$ cat src/rtl/intc_lite_pkg.sv
// intc_lite_pkg: shared register indices, MER position, IVR "none" value and byte-enable helper.
package intc_lite_pkg;
  localparam int ISR_IDX = 0;
  localparam int IER_IDX = 1;
  localparam int MODE_IDX = 2;
  localparam int IVR_IDX = 3;
  localparam int MER_BIT = 31;
  localparam logic [31:0] IVR_NONE = 32'hFFFF_FFFF;
  function automatic logic [31:0] be_mask(input logic [3:0] be);
    logic [31:0] m;
    for (int b = 0; b < 4; b++) m[8*b +: 8] = {8{be[b]}};
    return m;
  endfunction
endpackage

$ cat src/rtl/intc_prio_enc.sv
// intc_prio_enc: index of the lowest-numbered set request bit.
module intc_prio_enc #(
  parameter int C_NUM_INTR = 8
) (
  input  logic [C_NUM_INTR-1:0] req,
  output logic                  valid,
  output logic [4:0]            idx
);
  always_comb begin
    valid = |req;
    idx = '0;
    for (int i = C_NUM_INTR - 1; i >= 0; i--) if (req[i]) idx = 5'(i);
  end
endmodule

$ cat src/rtl/intc_lite.sv
// intc_lite: bus-mapped interrupt controller with edge/level sources, W1C status and IVR.
module intc_lite
  import intc_lite_pkg::*;
#(
  parameter int C_NUM_REG = 4,
  parameter int C_SLV_DWIDTH = 32,
  parameter int C_NUM_INTR = 8
) (
  input  logic                      Bus2IP_Clk,
  input  logic                      Bus2IP_Resetn,
  input  logic [C_NUM_INTR-1:0]     Int_In,
  output logic                      Irq,
  input  logic [C_SLV_DWIDTH-1:0]   Bus2IP_Data,
  input  logic [C_SLV_DWIDTH/8-1:0] Bus2IP_BE,
  input  logic [C_NUM_REG-1:0]      Bus2IP_RdCE,
  input  logic [C_NUM_REG-1:0]      Bus2IP_WrCE,
  output logic [C_SLV_DWIDTH-1:0]   IP2Bus_Data,
  output logic                      IP2Bus_RdAck,
  output logic                      IP2Bus_WrAck,
  output logic                      IP2Bus_Error
);
  localparam logic [C_NUM_REG-1:0] CE_ISR = C_NUM_REG'(1) << (C_NUM_REG - 1 - ISR_IDX);
  localparam logic [C_NUM_REG-1:0] CE_IER = C_NUM_REG'(1) << (C_NUM_REG - 1 - IER_IDX);
  localparam logic [C_NUM_REG-1:0] CE_MODE = C_NUM_REG'(1) << (C_NUM_REG - 1 - MODE_IDX);
  localparam logic [C_NUM_REG-1:0] CE_IVR = C_NUM_REG'(1) << (C_NUM_REG - 1 - IVR_IDX);
  logic [C_NUM_INTR-1:0] s1, s2, isr, ier, mode, set_v, clr_v, pend;
  logic mer, valid;
  logic [4:0] idx;
  logic [C_SLV_DWIDTH-1:0] wmask, wdata, ivr;
  logic unused_wdata;
  assign wmask = be_mask(Bus2IP_BE);
  assign wdata = Bus2IP_Data & wmask;
  assign unused_wdata = ^wdata[MER_BIT-1:C_NUM_INTR];
  // Edge mode needs a fresh rise (s1 & ~s2); level mode only needs s1 high.
  assign set_v = s1 & ~(mode & s2);
  assign clr_v = (Bus2IP_WrCE == CE_ISR) ? wdata[C_NUM_INTR-1:0] : '0;
  assign pend = isr & ier;
  intc_prio_enc #(.C_NUM_INTR(C_NUM_INTR)) u_prio (
    .req  (pend),
    .valid(valid),
    .idx  (idx)
  );
  assign ivr = valid ? C_SLV_DWIDTH'(idx) : IVR_NONE;
  always_ff @(posedge Bus2IP_Clk or negedge Bus2IP_Resetn) begin
    if (!Bus2IP_Resetn) begin
      s1 <= '0;
      s2 <= '0;
      isr <= '0;
      ier <= '0;
      mode <= '0;
      mer <= 1'b0;
      Irq <= 1'b0;
    end else begin
      s1 <= Int_In;
      s2 <= s1;
      isr <= (isr & ~clr_v) | set_v;
      if (Bus2IP_WrCE == CE_IER) ier <= (ier & ~wmask[C_NUM_INTR-1:0]) | wdata[C_NUM_INTR-1:0];
      if (Bus2IP_WrCE == CE_MODE) begin
        mode <= (mode & ~wmask[C_NUM_INTR-1:0]) | wdata[C_NUM_INTR-1:0];
        mer <= wmask[MER_BIT] ? wdata[MER_BIT] : mer;
      end
      Irq <= mer & |pend;
    end
  end
  assign IP2Bus_Data = (Bus2IP_RdCE == CE_ISR) ? C_SLV_DWIDTH'(isr) :
                       (Bus2IP_RdCE == CE_IER) ? C_SLV_DWIDTH'(ier) :
                       (Bus2IP_RdCE == CE_MODE) ? (C_SLV_DWIDTH'(mode) | (C_SLV_DWIDTH'(mer) << MER_BIT)) :
                       (Bus2IP_RdCE == CE_IVR) ? ivr : '0;
  assign IP2Bus_RdAck = |Bus2IP_RdCE;
  assign IP2Bus_WrAck = |Bus2IP_WrCE;
  assign IP2Bus_Error = 1'b0;
endmodule

$ cat config.mk
export PLATFORM = sky130hd
export DESIGN_NAME = intc_lite
export DESIGN_NICKNAME = d
export VERILOG_FILES = /design/src/rtl/intc_lite_pkg.sv /design/src/rtl/intc_prio_enc.sv /design/src/rtl/intc_lite.sv
export SDC_FILE = /design/constraint.sdc
export NUM_CORES = 1
export LEC_CHECK = 0
export ABC_AREA = 1
export BUFFER_PORTS_ARGS = -buffer_cell sky130_fd_sc_hd__buf_2
export CAP_MARGIN = 20
export CORE_MARGIN = 2
export CORE_UTILIZATION = 40
export DETAILED_ROUTE_END_ITERATION = 8
export HOLD_SLACK_MARGIN = 0.08
export PLACE_DENSITY = 0.69
export REMOVE_ABC_BUFFERS = 1
export SLEW_MARGIN = 40
export SYNTH_ARGS = -nofsm -noshare
export SYNTH_HDL_FRONTEND = slang
export SYNTH_SLANG_ARGS = --single-unit
export TNS_END_PERCENT = 10
$ cat constraint.sdc
create_clock -name Bus2IP_Clk -period 2.1 [get_ports Bus2IP_Clk]
set_input_delay 0.42 -clock Bus2IP_Clk [delete_from_list [all_inputs] [get_ports Bus2IP_Clk]]
set_output_delay 0.42 -clock Bus2IP_Clk [all_outputs]
set_load 0.01 [all_outputs]
==> results.md, run 1 <==
- Slowest CP cell: dfrtp_1
- Combinational Power Share: 18.3%
- Largest delay share family, worst path: simple AND/OR/NAND/NOR gates
- Avg Cell Area, Syn: 8.83 um^2
- Post-synthesis sequential area ratio: 50.6%
- Worst setup margin: 135 ps
- Most frequent CP cell: nand2_1
- Max cap viols: 0
- Worst IR Drop VDD: 0.444 mV
- Die W: 76.0 um
- Initial Utilization: 41.2%
- 1st-pass router iterations: 4
- Clock-pin slew on the worst setup and hold paths: 70 ps
- Count of cell types in the netlist: 21
- Sequential power share: 50.9%
- I/O Buffers: 63
- Worst path buffer plus inverter count: 1
- DRT antenna net count: 0
- CTS tree: done
- Core Region: 5040 um^2
- # DRC: 0
- Pins over their slew limit: 0
- Most frequent cells in the layout: nand2_1, buf_2, dfrtp_1
- Ys Warns: 0
- PD cells: 773 nW/um^2
- Clk Tree Root Cell: clkbuf_8
- CP Cell Sequence: nand2_1 -> nand2_2 -> nor2_4 -> nand3_4 -> nand2_2 -> nor2_1 -> nand2_1 -> nand2_1 -> nand2_1 -> buf_2
- CTS H-tree lvls: 2
- Clock Latency Late Sink: 290 ps
- Syn Inst Count: 235
- Vias in the first global route: 1,449
- Register area: 1050 um^2
- Leading cell type in the layout, fill and taps excluded: nand2_1
- Final setup viols: 0
- Minimum clock period: 1970 ps
- Psw: 0.514 mW
- Share of cells above drive strength 1: 37.4%
- Setup crit start kind: flop
- Fin util: 48.3%
- Layout overhead on the synthesized area: 17.4%
- CP required: 1680 ps
- Yosys reg bits: 42
- Total gr overflow: 0
- Sw Ratio: 27.3%
- Clock skew: 4.20 ps
- Num CTS Buffers: 5
- Dpl hpwl: 2870 um
- Fillcell total: 480
- Drt via density: 4.50
- DR iter-0 viols: 55
- Clock Path Buffers: 2
- Ant. Diodes: 0
- CP arrival: 1550 ps
- Status: finished, final reports clean
- I/O pin count: 90
- GP Congestion: 0.803
- Int Power: 1.37 mW
- Post-Syn Area: 2080 um^2
- Clk pwr share: 30.8%
- Multi-input logic area: 749 um^2
- Die area: 5780 um^2
- CP Class: reg2out
- Row count: 26
- Max Fclk: 509 MHz
- Die Y: 76.0 um
- Hold Fails Final Rpt: 0
- Routed WL: 3900 um
- Nets: 339
- CP max FO: 7
- CP endpoint kind: output port
- Gr usage total: 14.2%
- Routed wire length per instance: 10.9 um
- Pre-CTS setup slack: 241 ps
- Largest net degree at the start of global routing: 36
- Global-route wire length before repair: 6470 um
- # clock sinks: 42
- Leak: 1.31 nW
- Worst path max stage delay: 390 ps
- Cts hold-fix bufs: 0
- Initial antenna violation count: 0
- Vias: 1,601
- Worst hold path class: in2async
- Ratio of final minimum period to clock period: 93.6%
==> power by group through the flow <==
stage / Combinational (mW) / Clock (mW) / Sequential (mW)
finish: 0.345 / 0.581 / 0.959
global route: 0.392 / 0.645 / 0.971
CTS: 0.349 / 0.611 / 0.958
detailed placement: 0.348 / 0 / 0.974
global placement: 0.342 / 0 / 0.971
floorplan: 0.240 / 0 / 0.964
==> per-stage QoR <==
step	cells	cell area (um^2)	power, mW	hold WS (ps)	setup TNS, ps
floorplan	210	1880	1.20	124	-10530
global placement	346	2310	1.31	360	0
detailed placement	346	2310	1.32	360	0
CTS	354	2420	1.92	211	0
global route	356	2440	2.01	92.2	-2.30
finish	356	2440	1.88	65.8	0
==> cell families after synthesis <==
kind of cell / synth area share, %
compound gates: 10.0
buf+inv: 13.3
flops: 50.6
other cells: 0.181
simple gates: 25.9
==> synthesized netlist by cell type (all sizes together) <==
library cell  number  share of area, %
conb               1              0.18
dfrtp             42                51
nand3             10               3.7
inv               20               3.6
clkinv             1              0.24
a22oi              1              0.36
nor2              12               3.0
o21ai             25               8.9
buf               25               9.4
nand4              7               2.4
nand2             87                16
or2                1              0.30
a21oi              3              0.72
==> worst reg2reg max path: stages (launching register included) <==
cell,delay (ps)
dfrtp_1,390
nand2_1,130
nand2_2,80
nor2_4,130
a21oi_1,80
==> final cells by class <==
class | instances | area share (%)
clock buffers | 8 | 4.52
inverters | 21 | 3.29
multi-input cells | 147 | 30.7
flip-flops and latches | 42 | 43.1
well taps | 70 | 3.59
repair buffers | 68 | 14.7
==> repair_timing <==
item                                    CTS  global route
setup buffers                             0             2
gates resized for setup                   0             1
endpoints found under the setup margin    0            24
==> worst paths after layout <==
check / start / end / slack (ps) / cells after the start
min in group Bus2IP_Clk: Int_In[7] / s1[7] / 230 / 1
max: isr[1] / IP2Bus_Data[0] / 130 / 10
min: Bus2IP_Resetn / s1[1] / 70 / 1
max in group asynchronous: Bus2IP_Resetn / Irq / 1590 / 2
min reg2reg: s1[0] / s2[0] / 380 / 0
max reg2reg: isr[1] / Irq / 1180 / 4
==> metal layers <==
| layer | up-vias | share of wire, % | track usage, % |
|---|---|---|---|
| li1 | 824 | - | - |
| met1 | 715 | 46 | 18.1 |
| met2 | 58 | 46 | 22.7 |
| met3 | 4 | 6.7 | 4.74 |
| met4 | 0 | 1.7 | 5.45 |
| met5 | - | 0 | 0 |
Note: power is estimated with default switching activity, not from simulation.
==> run 2, diff against run 1 <==
- ABC_AREA: 1 -> unset
- CTS_BUF_LIST: unset -> sky130_fd_sc_hd__clkbuf_2 sky130_fd_sc_hd__clkbuf_4 sky130_fd_sc_hd__clkbuf_8
==> results.md, run 2 <==
- Status: finished with violations
- Failing checks: negative setup slack
- Yosys reg bits: 42 (unchanged)
- DR top layer: met4
- Leak: 1.28 nW (-2.6%)
- Hold Fails Final Rpt: 0 (unchanged)
- R2R Path End: Irq
- Most frequent cells in the layout: buf_2, dfrtp_1, nand2_1
- Area fraction of the dominant cell type after synthesis: 51.1% (+0.43 points)
- I/O pin count: 90 (unchanged)
- Met3 wire len: 277 um (+6.1%)
- Syn Inst Count: 184 (-22%)
- Minimum clock period: 2180 ps (+215 ps)
- CP required: 1680 ps (about the same)
- 1st-pass router iterations: 4 (unchanged)
- R2r setup slk: -50 ps (-1230 ps)
- PD cells: 726 nW/um^2 (-6.1%)
- Clock Path Buffers: 2 (unchanged)
- Clock-pin slew on the worst setup and hold paths: 80 ps (about the same)
- Pins over their slew limit: 0 (unchanged)
- Die area: 5740 um^2 (-0.80%)
- Ys Warns: 0 (unchanged)
- # DRC: 0 (unchanged)
- CTS tree: done
- Setup crit start kind: flop
- Top post-synthesis cells by area: dfrtp_1, mux2_2, buf_4
- Leading cell type in the layout, fill and taps excluded: buf_2
- Ant. Diodes: 0 (unchanged)
- Vias in the first global route: 1,543 (+6.5%)
- Post-synth EDFFs: 0 (unchanged)
- Drt via density: 5.14 (+14%)
- DRT antenna net count: 0 (unchanged)
- Nets: 309 (-8.8%)
- Count of cell types in the netlist: 39 (+86%)
- Routed wire length per instance: 14.3 um (+31%)
- Total gr overflow: 0 (unchanged)
- Initial Utilization: 40.8% (-0.35 points)
- Share of cells above drive strength 1: 52.2% (+15 points)
- GP Congestion: 0.800 (-0.37%)
- Clock skew: 8.60 ps (+4.40 ps)
- Worst setup margin: -80.2 ps (-215 ps)
- Vias: 1,672 (+4.4%)
- Metal-1 WL: 1990 um (+11%)
- Row count: 26 (unchanged)
- # clock sinks: 42 (unchanged)
- DR iter-0 viols: 83 (+51%)
- WL met2: 2300 um (+29%)
- Most used DFF post-synth: dfrtp_1
- Global-route wire length before repair: 7060 um (+9.2%)
- Overall Power: 1.90 mW (+0.82%)
- Slew @ Worst Pin: 510 ps
- CP max FO: 4 (-3)
- Register area: 1050 um^2 (unchanged)
- Post-Syn Area: 2060 um^2 (-0.84%)
- Worst hold path class: in2async
- Core Region: 5040 um^2 (unchanged)
- Largest net degree at the start of global routing: 43 (+19%)
- Avg Cell Area, Syn: 11.2 um^2 (+27%)
- Final setup viols: 22 (+22)
- Multi-input logic area: 857 um^2 (+14%)
- Async set-reset flop share out of synthesis: 100% (unchanged)
- Reg2Reg Depth: 11 (+7)
- CP arrival: 1760 ps (+210 ps)
- I/O Buffers: 63 (unchanged)
- CTS H-tree lvls: 2 (unchanged)
- Max cap viols: 0 (unchanged)
- CP endpoint kind: output port
- Die W: 75.7 um (-0.40%)
- Fillcell total: 457 (-4.8%)
- CP Class: reg2out
- Gr usage total: 16.9% (+2.6 points)
- Hold WS: 182 ps (+116 ps)
- Post-synthesis sequential area ratio: 51.1% (+0.43 points)
- Clock Latency Late Sink: 290 ps (about the same)
- Die Y: 75.7 um (-0.40%)
- Clk Tree Root Cell: clkbuf_8
- Most common cell in the netlist: dfrtp_1
- Yosys top cell by area: dfrtp_1
- Initial antenna violation count: 0 (unchanged)
- Num CTS Buffers: 5 (unchanged)
- Ratio of final minimum period to clock period: 104% (+10 points)
- Top cells by count, synth: dfrtp_1, nand2_1, buf_4, mux2_2, a22o_1
- Worst IR Drop VDD: 0.359 mV (-19%)
- RSZ-0062 raised after global routing: yes
- Routed WL: 4650 um (+19%)
- Dpl hpwl: 3050 um (+6.3%)
- Layout overhead on the synthesized area: 27.2%
- Max Fclk: 459 MHz (-9.9%)
- Slew margin rel.: 66.0%
[run 2: cell types whose count changed after synthesis, moves of 4 or more]
cell	previous run	this run
a22o_1	0	9
a22oi_1	1	8
inv_1	20	1
mux2_2	0	17
nand2_1	81	34
nand2_2	6	0
nand3_1	6	2
nand4_1	6	1
nor2_1	9	4
o21ai_0	9	1
o21ai_2	16	0
o22ai_1	0	5
[run 2: final cells by class]
class	instances	area share [%]
flip-flops and latches	42	40.2
multi-input cells	113	32.7
repair buffers	92	20.4
well taps	70	3.35
clock buffers	7	3.20
inverters	1	0.143
[run 2: power by group]
group          internal [mW]  total [mW]  switching (mW)
clock                  0.255       0.510           0.255
combinational          0.224       0.402           0.178
sequential             0.908       0.988          0.0798
[run 2: routing by layer]
layer	vias up	GRT usage, %
met4	0	8.77
met3	10	3.04
met5	-	0
li1	779	-
met2	66	27.5
met1	817	21.4
[run 2: metrics by stage]
stage	util, %	TNS (ps)	setup WS, ps	area, um^2	cells
final	51.9	-1220	-80.2	2620	325
after global routing	51.9	-4750	-190	2620	325
after CTS	50.8	-92.6	-38.2	2560	323
after detailed placement	46.0	0	27.2	2320	298
after global placement	46.0	0	37.5	2320	298
after floorplan	-	-30570	-1380	1850	156
[run 2: critical path, cell delays in order, from the launching register on]
cell and delay, ps:
dfrtp_1 390, and2_4 170, nand4bb_4 250, o32a_1 230, o21ai_1 120, o311a_1 180, buf_2 130
[run 2: kinds of logic (layout without fill, tap and decap cells)]
family | after synthesis | in the layout | synth area share (%)
flops | 42 | 42 | 51.1
compound gates | 39 | 39 | 14.1
mux | 17 | 17 | 9.30
other cells | 1 | 1 | 0.182
buf+inv | 29 | 100 | 10.3
simple gates | 56 | 56 | 15.0
[run 2: worst max path at each step]
stage              startpoint             end  slack (ps)  depth (start not counted)
4_1_cts                  flop  IP2Bus_Data[2]         -40                          6
3_5_place_dp   Bus2IP_RdCE[2]  IP2Bus_Data[0]          30                          7
2_1_floorplan          isr[0]  IP2Bus_Data[3]       -1380                          5
3_3_place_gp   Bus2IP_RdCE[2]  IP2Bus_Data[0]          40                          7
6_report                 flop  IP2Bus_Data[2]         -80                          6
5_1_grt                  flop  IP2Bus_Data[0]        -190                          6
[run 2: repair_timing]
action                     4_1_cts  5_1_grt
cloned                           0        1
pin swaps                       12        2
setup endpoints to repair       32       33
buffers inserted                18        1
gates resized for setup          5        9
hold buffers                     0        0
